**config.mk**
```make
export PLATFORM = sky130hd
export DESIGN_NAME = bus_seq88
export DESIGN_NICKNAME = d
export VERILOG_FILES = /design/src/rtl/core88_pkg.sv /design/src/rtl/seg_addr_gen.sv /design/src/rtl/bus_seq88.sv
export SDC_FILE = /design/constraint.sdc
export NUM_CORES = 1
export LEC_CHECK = 0
export ABC_CLOCK_PERIOD_IN_PS = 7100
export CAP_MARGIN = 15
export CORE_AREA = 2 2 133 161
export CTS_CLUSTER_SIZE = 20
export DETAILED_ROUTE_END_ITERATION = 16
export DIE_AREA = 0 0 135 163
export GPL_TIMING_DRIVEN = 0
export PLACE_DENSITY_LB_ADDON = 0.1
export SETUP_SLACK_MARGIN = 0.1
export SLEW_MARGIN = 20
export SYNTH_ARGS = -nofsm -noshare
export SYNTH_HDL_FRONTEND = slang
export SYNTH_SLANG_ARGS = --single-unit
export TNS_END_PERCENT = 20
```
**constraint.sdc**
```tcl
create_clock -name clock -period 7.1 [get_ports clock]
set_clock_uncertainty 0.2 [all_clocks]
set_input_delay 1.42 -clock clock [delete_from_list [all_inputs] [get_ports clock]]
set_output_delay 1.42 -clock clock [all_outputs]
set_load 0.02 [all_outputs]
```
**src/rtl/core88_pkg.sv**
```systemverilog
// -----------------------------------------------------------------------------
// core88_pkg
// Constants and small helpers shared by the core88 memory-side blocks.
//  - Segment/offset/linear-address widths of the core88 address model.
//  - Encoding of the byte-serial sequencer states (IDLE/ACCESS/DONE).
//  - Offset helpers for the start and end offsets of a transfer.
// -----------------------------------------------------------------------------
package core88_pkg;

    // A segment is placed on a 16-byte boundary of the linear space.
    localparam int SEG_SHIFT = 4;
    localparam int ADDR_W    = 20;
    localparam int OFF_W     = 16;

    // Sequencer state encoding, shared with the execution FSM.
    localparam logic [1:0] ST_IDLE   = 2'd0;
    localparam logic [1:0] ST_ACCESS = 2'd1;
    localparam logic [1:0] ST_DONE   = 2'd2;

    // Offset of byte 0. A stack write pushes below SP, so it starts count
    // bytes lower; every other access starts at the given offset.
    function automatic logic [OFF_W-1:0] first_offset(
        input logic [OFF_W-1:0] off,
        input logic [OFF_W-1:0] count,
        input logic             stack_write
    );
        logic [OFF_W-1:0] res;
        if (stack_write) begin
            res = off - count;
        end else begin
            res = off;
        end
        return res;
    endfunction

    // Offset reported after the transfer. For a stack write this is the new
    // SP (the lowest byte written); otherwise it is one past the last byte.
    // Arithmetic is 16-bit, so it wraps inside the segment.
    function automatic logic [OFF_W-1:0] final_offset(
        input logic [OFF_W-1:0] off,
        input logic [OFF_W-1:0] count,
        input logic             stack_write
    );
        logic [OFF_W-1:0] res;
        if (stack_write) begin
            res = off - count;
        end else begin
            res = off + count;
        end
        return res;
    endfunction

endpackage

```
**src/rtl/seg_addr_gen.sv**
```systemverilog
// -----------------------------------------------------------------------------
// seg_addr_gen
// Combinational segment:offset to linear address translation.
//  seg    in  16  segment
//  off    in  16  offset inside the segment
//  linear out 20  (seg << 4) + off, carry out of bit 19 dropped (A20 wrap)
// -----------------------------------------------------------------------------
module seg_addr_gen
    import core88_pkg::*;
(
    input  logic [OFF_W-1:0]  seg,
    input  logic [OFF_W-1:0]  off,
    output logic [ADDR_W-1:0] linear
);

    logic [ADDR_W-1:0] seg_base_s;
    logic [ADDR_W-1:0] off_ext_s;

    // Sum truncated to 20 bits so FFFF:0010 lands on linear 00000.
    always_comb begin
        seg_base_s = {seg, {SEG_SHIFT{1'b0}}};
        off_ext_s  = {{(ADDR_W - OFF_W){1'b0}}, off};
        linear     = seg_base_s + off_ext_s;
    end

endmodule

```
**src/rtl/bus_seq88.sv**
```systemverilog
// -----------------------------------------------------------------------------
// bus_seq88
// Byte-serial memory access sequencer. One accepted request (segment, offset,
// 1..MAX_BYTES bytes, read/write, normal/stack) becomes consecutive 8-bit bus
// slots of 1+WAIT cycles each; read bytes are assembled little-endian.
//  clock, reset        clock and asynchronous active-high reset
//  locked              clock enable; low freezes every register
//  req_valid/ready     request handshake, ready only while idle
//  req_we, req_stack   direction and stack mode (push pre-decrements)
//  req_size            byte count minus one
//  req_seg, req_off    start segment and offset (SP in stack mode)
//  req_wdata           write bytes, byte 0 in the low bits
//  rsp_valid           one-cycle completion pulse
//  rsp_rdata           last read result, bytes above size zero
//  rsp_off_next        offset after the transfer (new SP in stack mode)
//  address, data, wreq 8-bit memory port (registered); bus is read data
// -----------------------------------------------------------------------------
module bus_seq88
    import core88_pkg::*;
#(
    parameter int MAX_BYTES = 4,
    parameter int WAIT      = 0
)(
    input  logic                         clock,
    input  logic                         reset,
    input  logic                         locked,
    input  logic                         req_valid,
    output logic                         req_ready,
    input  logic                         req_we,
    input  logic                         req_stack,
    input  logic [$clog2(MAX_BYTES)-1:0] req_size,
    input  logic [OFF_W-1:0]             req_seg,
    input  logic [OFF_W-1:0]             req_off,
    input  logic [8*MAX_BYTES-1:0]       req_wdata,
    output logic                         rsp_valid,
    output logic [8*MAX_BYTES-1:0]       rsp_rdata,
    output logic [OFF_W-1:0]             rsp_off_next,
    output logic [ADDR_W-1:0]            address,
    input  logic [7:0]                   bus,
    output logic [7:0]                   data,
    output logic                         wreq
);

    localparam int SZ_W = $clog2(MAX_BYTES);
    localparam int DW   = 8 * MAX_BYTES;
    // The wait counter needs at least one bit even when WAIT is zero.
    localparam int WC_W = (WAIT > 0) ? $clog2(WAIT + 1) : 1;
    localparam logic [WC_W-1:0] WAIT_LAST = WC_W'(WAIT);

    // Control state
    logic [1:0]        state_r;
    logic [SZ_W-1:0]   byte_cnt_r;
    logic [WC_W-1:0]   wait_cnt_r;

    // Request captured at accept
    logic [OFF_W-1:0]  seg_r;
    logic [SZ_W-1:0]   size_r;
    logic              we_r;
    logic [OFF_W-1:0]  off_cur_r;
    logic [OFF_W-1:0]  off_next_r;
    logic [DW-1:0]     wdata_r;

    // Datapath / outputs
    logic [DW-1:0]     rdata_acc_r;
    logic [DW-1:0]     rsp_rdata_r;
    logic [OFF_W-1:0]  rsp_off_next_r;
    logic              rsp_valid_r;
    logic [ADDR_W-1:0] address_r;
    logic [7:0]        data_r;
    logic              wreq_r;

    // Combinational helpers
    logic              accept_s;
    logic              slot_end_s;
    logic              last_byte_s;
    logic [OFF_W-1:0]  count_s;
    logic [OFF_W-1:0]  start_off_s;
    logic [OFF_W-1:0]  end_off_s;
    logic [OFF_W-1:0]  gen_seg_s;
    logic [OFF_W-1:0]  gen_off_s;
    logic [ADDR_W-1:0] gen_linear_s;
    logic [DW-1:0]     acc_next_s;
    logic [DW-1:0]     wdata_shift_s;

    // Accept/slot decode and the offsets of a new request.
    always_comb begin
        accept_s    = (state_r == ST_IDLE) && req_valid && locked;
        slot_end_s  = (state_r == ST_ACCESS) && (wait_cnt_r == WAIT_LAST);
        last_byte_s = (byte_cnt_r == size_r);
        count_s     = {{(OFF_W - SZ_W){1'b0}}, req_size} + 16'd1;
        start_off_s = first_offset(req_off, count_s, req_we && req_stack);
        end_off_s   = final_offset(req_off, count_s, req_we && req_stack);
    end

    // The address generator serves byte 0 while idle (ready for accept) and
    // the next byte while a transfer runs; the offset wraps at 16 bits.
    always_comb begin
        if (state_r == ST_IDLE) begin
            gen_seg_s = req_seg;
            gen_off_s = start_off_s;
        end else begin
            gen_seg_s = seg_r;
            gen_off_s = off_cur_r + 16'd1;
        end
    end

    seg_addr_gen u_seg_addr_gen (
        .seg    (gen_seg_s),
        .off    (gen_off_s),
        .linear (gen_linear_s)
    );

    // Insert the bus byte into the read accumulator and pre-shift write data.
    always_comb begin
        acc_next_s = rdata_acc_r;
        for (int i = 0; i < MAX_BYTES; i++) begin
            if (byte_cnt_r == SZ_W'(i)) begin
                acc_next_s[i*8 +: 8] = bus;
            end else begin
                acc_next_s[i*8 +: 8] = rdata_acc_r[i*8 +: 8];
            end
        end
        wdata_shift_s = {8'h00, wdata_r[DW-1:8]};
    end

    // FSM, byte counter and wait counter; nothing moves while locked is low.
    always_ff @(posedge clock or posedge reset) begin
        if (reset) begin
            state_r    <= ST_IDLE;
            byte_cnt_r <= {SZ_W{1'b0}};
            wait_cnt_r <= {WC_W{1'b0}};
        end else if (locked) begin
            case (state_r)
                ST_IDLE: begin
                    if (req_valid) begin
                        state_r    <= ST_ACCESS;
                        byte_cnt_r <= {SZ_W{1'b0}};
                        wait_cnt_r <= {WC_W{1'b0}};
                    end else begin
                        state_r    <= ST_IDLE;
                    end
                end
                ST_ACCESS: begin
                    if (slot_end_s) begin
                        wait_cnt_r <= {WC_W{1'b0}};
                        if (last_byte_s) begin
                            state_r    <= ST_DONE;
                        end else begin
                            byte_cnt_r <= byte_cnt_r + SZ_W'(1);
                        end
                    end else begin
                        wait_cnt_r <= wait_cnt_r + WC_W'(1);
                    end
                end
                ST_DONE: begin
                    state_r <= ST_IDLE;
                end
                default: begin
                    state_r <= ST_IDLE;
                end
            endcase
        end
    end

    // Request capture and memory-port outputs. address/data/wreq are loaded
    // at accept for byte 0 and at each slot end for the following byte, so
    // they stay stable for the whole slot; wreq drops when the last slot ends.
    always_ff @(posedge clock or posedge reset) begin
        if (reset) begin
            seg_r      <= 16'h0000;
            size_r     <= {SZ_W{1'b0}};
            we_r       <= 1'b0;
            off_cur_r  <= 16'h0000;
            off_next_r <= 16'h0000;
            wdata_r    <= {DW{1'b0}};
            address_r  <= 20'h00000;
            data_r     <= 8'h00;
            wreq_r     <= 1'b0;
        end else if (locked) begin
            if (accept_s) begin
                seg_r      <= req_seg;
                size_r     <= req_size;
                we_r       <= req_we;
                off_cur_r  <= start_off_s;
                off_next_r <= end_off_s;
                wdata_r    <= {8'h00, req_wdata[DW-1:8]};
                address_r  <= gen_linear_s;
                data_r     <= req_we ? req_wdata[7:0] : 8'h00;
                wreq_r     <= req_we;
            end else if (slot_end_s) begin
                if (last_byte_s) begin
                    wreq_r    <= 1'b0;
                end else begin
                    off_cur_r <= off_cur_r + 16'd1;
                    wdata_r   <= wdata_shift_s;
                    address_r <= gen_linear_s;
                    data_r    <= we_r ? wdata_r[7:0] : 8'h00;
                end
            end
        end
    end

    // Read assembly and response. The accumulator is cleared at accept so
    // bytes above the transfer size read as zero; writes keep rsp_rdata.
    always_ff @(posedge clock or posedge reset) begin
        if (reset) begin
            rdata_acc_r    <= {DW{1'b0}};
            rsp_rdata_r    <= {DW{1'b0}};
            rsp_off_next_r <= 16'h0000;
            rsp_valid_r    <= 1'b0;
        end else if (locked) begin
            rsp_valid_r <= slot_end_s && last_byte_s;
            if (accept_s) begin
                rdata_acc_r <= {DW{1'b0}};
            end else if (slot_end_s) begin
                if (!we_r) begin
                    rdata_acc_r <= acc_next_s;
                end
                if (last_byte_s) begin
                    rsp_off_next_r <= off_next_r;
                    if (!we_r) begin
                        rsp_rdata_r <= acc_next_s;
                    end
                end
            end
        end
    end

    assign req_ready    = (state_r == ST_IDLE);
    assign rsp_valid    = rsp_valid_r;
    assign rsp_rdata    = rsp_rdata_r;
    assign rsp_off_next = rsp_off_next_r;
    assign address      = address_r;
    assign data         = data_r;
    assign wreq         = wreq_r;

endmodule
```
* Yosys cells after proc, flatten, opt, wreduce, memory -nomap -nowiden *
Index checks and enable logic that the tools add are counted.

operators by class
  shift-type cells = 0
  mux-type cells = 39
  divide/modulo/power cells = 0
  bitwise logic cells = 3
  eq/ne operators = 11
  multipliers = 0
  magnitude comparators = 0
  $add $sub $neg = 7
  reductions and logical operators = 19

operators by type and width
  operator                 number
  $mux W32                 6
  $mux W16                 7
  $mux W8                  9
  $mux W20                 3
  $add A20 B16 Y20         1
  $add A16 B1 Y16 const B  1
  $add A16 B3 Y16          1
  $sub A16 B3 Y16          1
  $reduce_and A3 Y1        5
  $mux W2                  5
  $ne A2 B2 Y1 const B     5
  $reduce_and A5 Y1        2
  $pmux W2 S2              2
  $mux W1                  6
  $reduce_bool A2 Y1       3
  $logic_and A1 B1 Y1      5
  $eq A2 B1 Y1 const B     2
  $eq A2 B2 Y1 const B     2
  $logic_not A2 Y1         2
  $reduce_and A4 Y1        1
  $add A2 B1 Y3 const B    1
  $not A1 Y1               3
  $add A2 B1 Y2 const B    1
  $eq A2 B2 Y1             1
  4 further kinds          4

storage, ports and cells
  bits in latches = 0
  ROM bits = 0
  logic and storage cells = 95
  bits of input ports = 80
  RAM bits = 0
  memories = 0
  bits in registers = 198
  output and inout port bits = 79

* Longest topological paths before layout *
  depth in word-level cells = 8
  gate-level depth with buffers = 16
  depth with buffers taken out = 16

* By module *
A second synthesis with hierarchy kept.

second synthesis, totals
  cell total of the unflattened synthesis = 1,062
  area total of the unflattened synthesis = 9,940.8 um^2

modules (own cells, without submodules)
  module        times used  cells each  area each (um^2)  sequential area each (um^2)
  bus_seq88     1           958         9,172.5           4,754.6
  seg_addr_gen  1           104         768.2             0.0

* Worst setup path after synthesis *
No wires, ideal clock.

  path kind = input-to-reg
  start point = in req_size[0]
  end point = reg address_r[19] (netlist: address[19])
  path buffers = 0
  library setup time = 0.129 ns
  stages on the path = 14
  data arrival time = 4.844 ns
  slack = 1.928 ns
  data required time = 6.771 ns
  cell sequence = ha_1 > inv_1 > ha_1 > o21bai_1 > a2111oi_0 > xnor2_1 > mux2_2 > inv_1 > ha_1 > a211o_1 > a211o_1 > and3_1 > o2111a_1 > a2111o_1

on the way
  cells in the longest elaborated chain, start to end = 8

ends and longest elaborated chain
  element                 RTL line            RTL
  start: declaration      bus_seq88.sv:31     input logic [$clog2(MAX_BYTES)-1:0] req_size,
  $add A2 B1 Y3 (*)       bus_seq88.sv:90     count_s = {{(OFF_W - SZ_W){1'b0}}, req_size} + 16'd1;
  $sub A16 B3 Y16 (*)     core88_pkg.sv:29    res = off - count;
  $mux W16 (*)            core88_pkg.sv:28    if (stack_write) begin
  $mux W16 (*)            bus_seq88.sv:98     if (state_r == ST_IDLE) begin
  $add A20 B16 Y20 (*)    seg_addr_gen.sv:23  linear = seg_base_s + off_ext_s;
  $mux W20                bus_seq88.sv:191    if (last_byte_s) begin
  $mux W20                bus_seq88.sv:190    end else if (slot_end_s) begin
  $mux W20 (*)            bus_seq88.sv:180    if (accept_s) begin
  end signal: assignment  bus_seq88.sv:187    address_r <= gen_linear_s;
  end signal: assignment  bus_seq88.sv:196    address_r <= gen_linear_s;
  end: declaration        bus_seq88.sv:68     logic [ADDR_W-1:0] address_r;

Every way passes the cells marked *; elsewhere a longest branch is shown, timed or not. The select of a mux whose other input is x is not followed.
A chain may end at the register's enable or synchronous reset.

* Worst setup path in the final report *
  start point = in req_size[1]
  end point = reg address_r[18] (netlist: address[18])

Same word-level chain as after synthesis.

==> flow_summary.toml <==
[outcome]
status = "completed"

[logic_synthesis]
synth_ff_type = "dfrtp_1"
synthAdderAreaFrac_pct = 3.647
yosys_warnings = 0
syn_area_sq_mm = 0.009881
synth_compound_area_share_pct = 17.61
synth_top_family_by_area = "compound AO/OA/AOI/OAI gates"
yosys.area_share.simple_pct = 14.83
synth_xor_area_share_pct = 4.521
syn_avg_cell_area_sq_um = 9.783
syn_nets = 1117
ys_seq_area_share_pct = 48.12
synthMuxAreaShare_pct = 7.661
synth.distinct_cells = 68
synth-seq-cells = 190
yosysTopAreaCell = "dfrtp_1"
synth_top_area_share_pct = 48.12
async_reset_ff_share_pct = 100.0
synth_edf_count = 0
netlist_instances = 1010
synthTopCellsByArea = "dfrtp_1, nand2_1, mux2i_1"

[drt]
drtAntennaViolNets = 0
avgViaCountPerCell = 5.644
drt_iter0_drc = 596
top_layer = "met4"
dr.pass1.iters = 5
vias = 8224
met1_length_um = 11090
route.met3.wl_um = 1241
dr_wl_met2_um = 13590
routedWlPerCell_um = 18.44
wl_um = 26870
drc = 0

[worst_setup_path]
start_kind = "primary input"
critPathKind = "primary input to register"
critPathArrivalTime_ps = 5880
cp-end-kind = "register"
worst-path-max-fanout = 7
worstPathRequired_ps = 7270

[finish]
layout-drive-gt1-share_pct = 6.992
fin_nets = 1281
nFillCells = 1882
fin_cells = 1457
fin_util_pct = 59.54
syn_to_final_growth_pct = 24.20
n_antenna_cell = 0

[grt]
grt.overflow.total = 0
grt_max_degree = 98
grt_pass1_wl_um = 43080
antenna_found_initial = 0
grt_pass1_vias = 8072
gr-usage-all-layers_pct = 25.20

[pwr]
powerDensity_mw_per_mm2 = 476.5
power_w = 0.005848
p_leak_nw = 5.345
vdd_drop_max_mv = 0.2444

[cts]
cts.path.max_buffers = 2
ctsHoldBuffers = 0
htree_levels = 4
post_cts_resize_count = 0
cts_sinks = 190
clock_latency_ps = 440
numCtsBuffers = 17
cts_root_buffer = "clkbuf_16"
cts.reportedPaths.clkPinSlew_ps = 70
cts_tree = "done"
cts_setup_buffers = 0

[placement]
gp_congestion = 0.8910
place_ws_ps = 943.3
dp_hpwl_um = 19700
place_inst = 1425
io_buffer_count = 144

[floorplanning]
die_h_um = 163
initial_utilization_pct = 47.94
die_w_um = 135
std_cell_rows = 58
ios = 159
core_sq_mm = 0.02061
fp.dieArea_sq_mm = 0.02201

[sta]
setup_ws_ps = 1389
worst_pin_slew_ps = 985.1
fmax_ghz = 0.1751
hold_viol_final = 0
slew_headroom_pct = 33.72
rsz0062_at_grt = "false"
fin_crit_sh_pct = 80.43
finalSetupViolations = 0
period_minus_slack_ps = 5711
slew_violations = 0

[hold_path]
hold_class = "register to register"

[flow_run]
max_cap_viol_count = 0
[sequential cells by signal, summed over array words and instances (netlist names), 2 cells and up]
signal        count
off_next_r       16
off_cur_r        16
rdata_acc_r      32
state_r           2
rsp_off_next     16
address          20
seg_r            16
size_r            2
byte_cnt_r        2
wdata_r          24
rsp_rdata        32
data              8
[synth_stat cells, types with 5 or more instances]
cell        n
o21ai_0    48
nand3_1    18
xor2_1     24
a211o_1     5
xnor2_1    27
nor3_1      7
and2_1      9
mux2i_1    43
nand2_1   163
buf_1      20
inv_1      23
a31oi_1     7
a21oi_1    53
ha_1       24
o21ai_1     7
a22o_1     31
o221ai_1    6
and3_1      8
dfrtp_1   190
a221oi_1    9
o211ai_1    6
nor2_1     80
a211oi_1    5
nand4_1    10
a21o_1     10
o21a_1      6
a22oi_1    16
mux2_2     29
clkbuf_1   45
[stage by stage]
step	cell area, sq um	setup TNS, ps	hold WS, ps
after floorplan	9881	0	239.6
after global placement	11660	-442250	251.5
after detailed placement	11700	0	256.9
after CTS	12270	0	272.4
after global routing	12270	0	287.5
final	12270	0	267.3
[logic make-up after synthesis]
family                   count (synthesis)
XOR/XNOR                                51
multiplexers                            72
buffers and inverters                   92
AO/OA/AOI/OAI                          249
AND/OR/NAND/NOR                        329
adder cells (fa/ha/maj)                 27
flip-flops                             190
[final timing paths]
path	cells past startpoint	slack, ps	endpoint	from
setup reg to reg	14	2420	address[18]	state_r[0]
max in group asynchronous	3	4500	seg_r[1]	reset
min in group asynchronous	2	1300	rsp_rdata[23]	reset
hold reg to reg	2	270	address[8]	address[8]
setup / recovery	14	1390	address[18]	req_size[1]
hold / removal	2	270	address[8]	address[8]
[where the power goes]
part | switching [W] | internal [W]
clock | 0.000472 | 0.000469
combinational | 0.00171 | 0.00130
sequential | 0.000308 | 0.00159
[layer usage]
metal / vias up / track usage [%]
li1: 3914 / -
met1: 3984 / 32.04
met2: 263 / 43.45
met3: 63 / 3.424
met4: 0 / 10.09
met5: - / 0
[critical path, cell delays in order]
cell,delay (ps)
clkdlybuf4s50_1,470
ha_1,370
inv_1,90
ha_1,180
o21bai_1,250
a2111oi_4,570
nand2_1,120
xor2_1,250
mux2i_1,160
ha_1,400
a2111oi_0,700
a211oi_1,300
or4_1,520
nand3_1,80
[layout make-up]
class	count	area, sq um	share of cell area (%)
Multi-Input combinational cell	728	4770	38.87
Sequential cell	190	4755	38.74
Timing Repair Buffer	145	1469	11.97
Clock buffer	18	429.2	3.497
Tap cell	270	337.8	2.753
Buffer	69	270.3	2.202
Clock inverter	14	147.6	1.203
Inverter	23	93.84	0.7647
[layout by cell type (no fill, tap or decap), drive strengths merged, types with 4 or more instances in the layout]
cell type	netlist	final
nor2	81	81
nor4	4	4
a21o	10	10
o311ai	4	4
a211o	5	5
or4	5	5
a211oi	5	5
buf	24	25
nor2b	4	4
clkdlybuf4s50	0	144
nand3	18	18
o22ai	4	4
o21ai	56	56
o221ai	6	6
clkbuf	45	63
and3	8	8
a31oi	7	7
a221o	4	4
nand2	163	163
clkinv	0	7
a22oi	16	16
a21oi	53	53
xor2	24	24
nor3	9	9
a22o	31	31
mux2	29	29
a221oi	10	10
o21a	6	6
dfrtp	190	190
ha	24	24
inv	23	29
nand4	10	10
and2	10	10
o211ai	6	6
mux2i	43	43
xnor2	27	27
(Power assumes the default switching activity.)
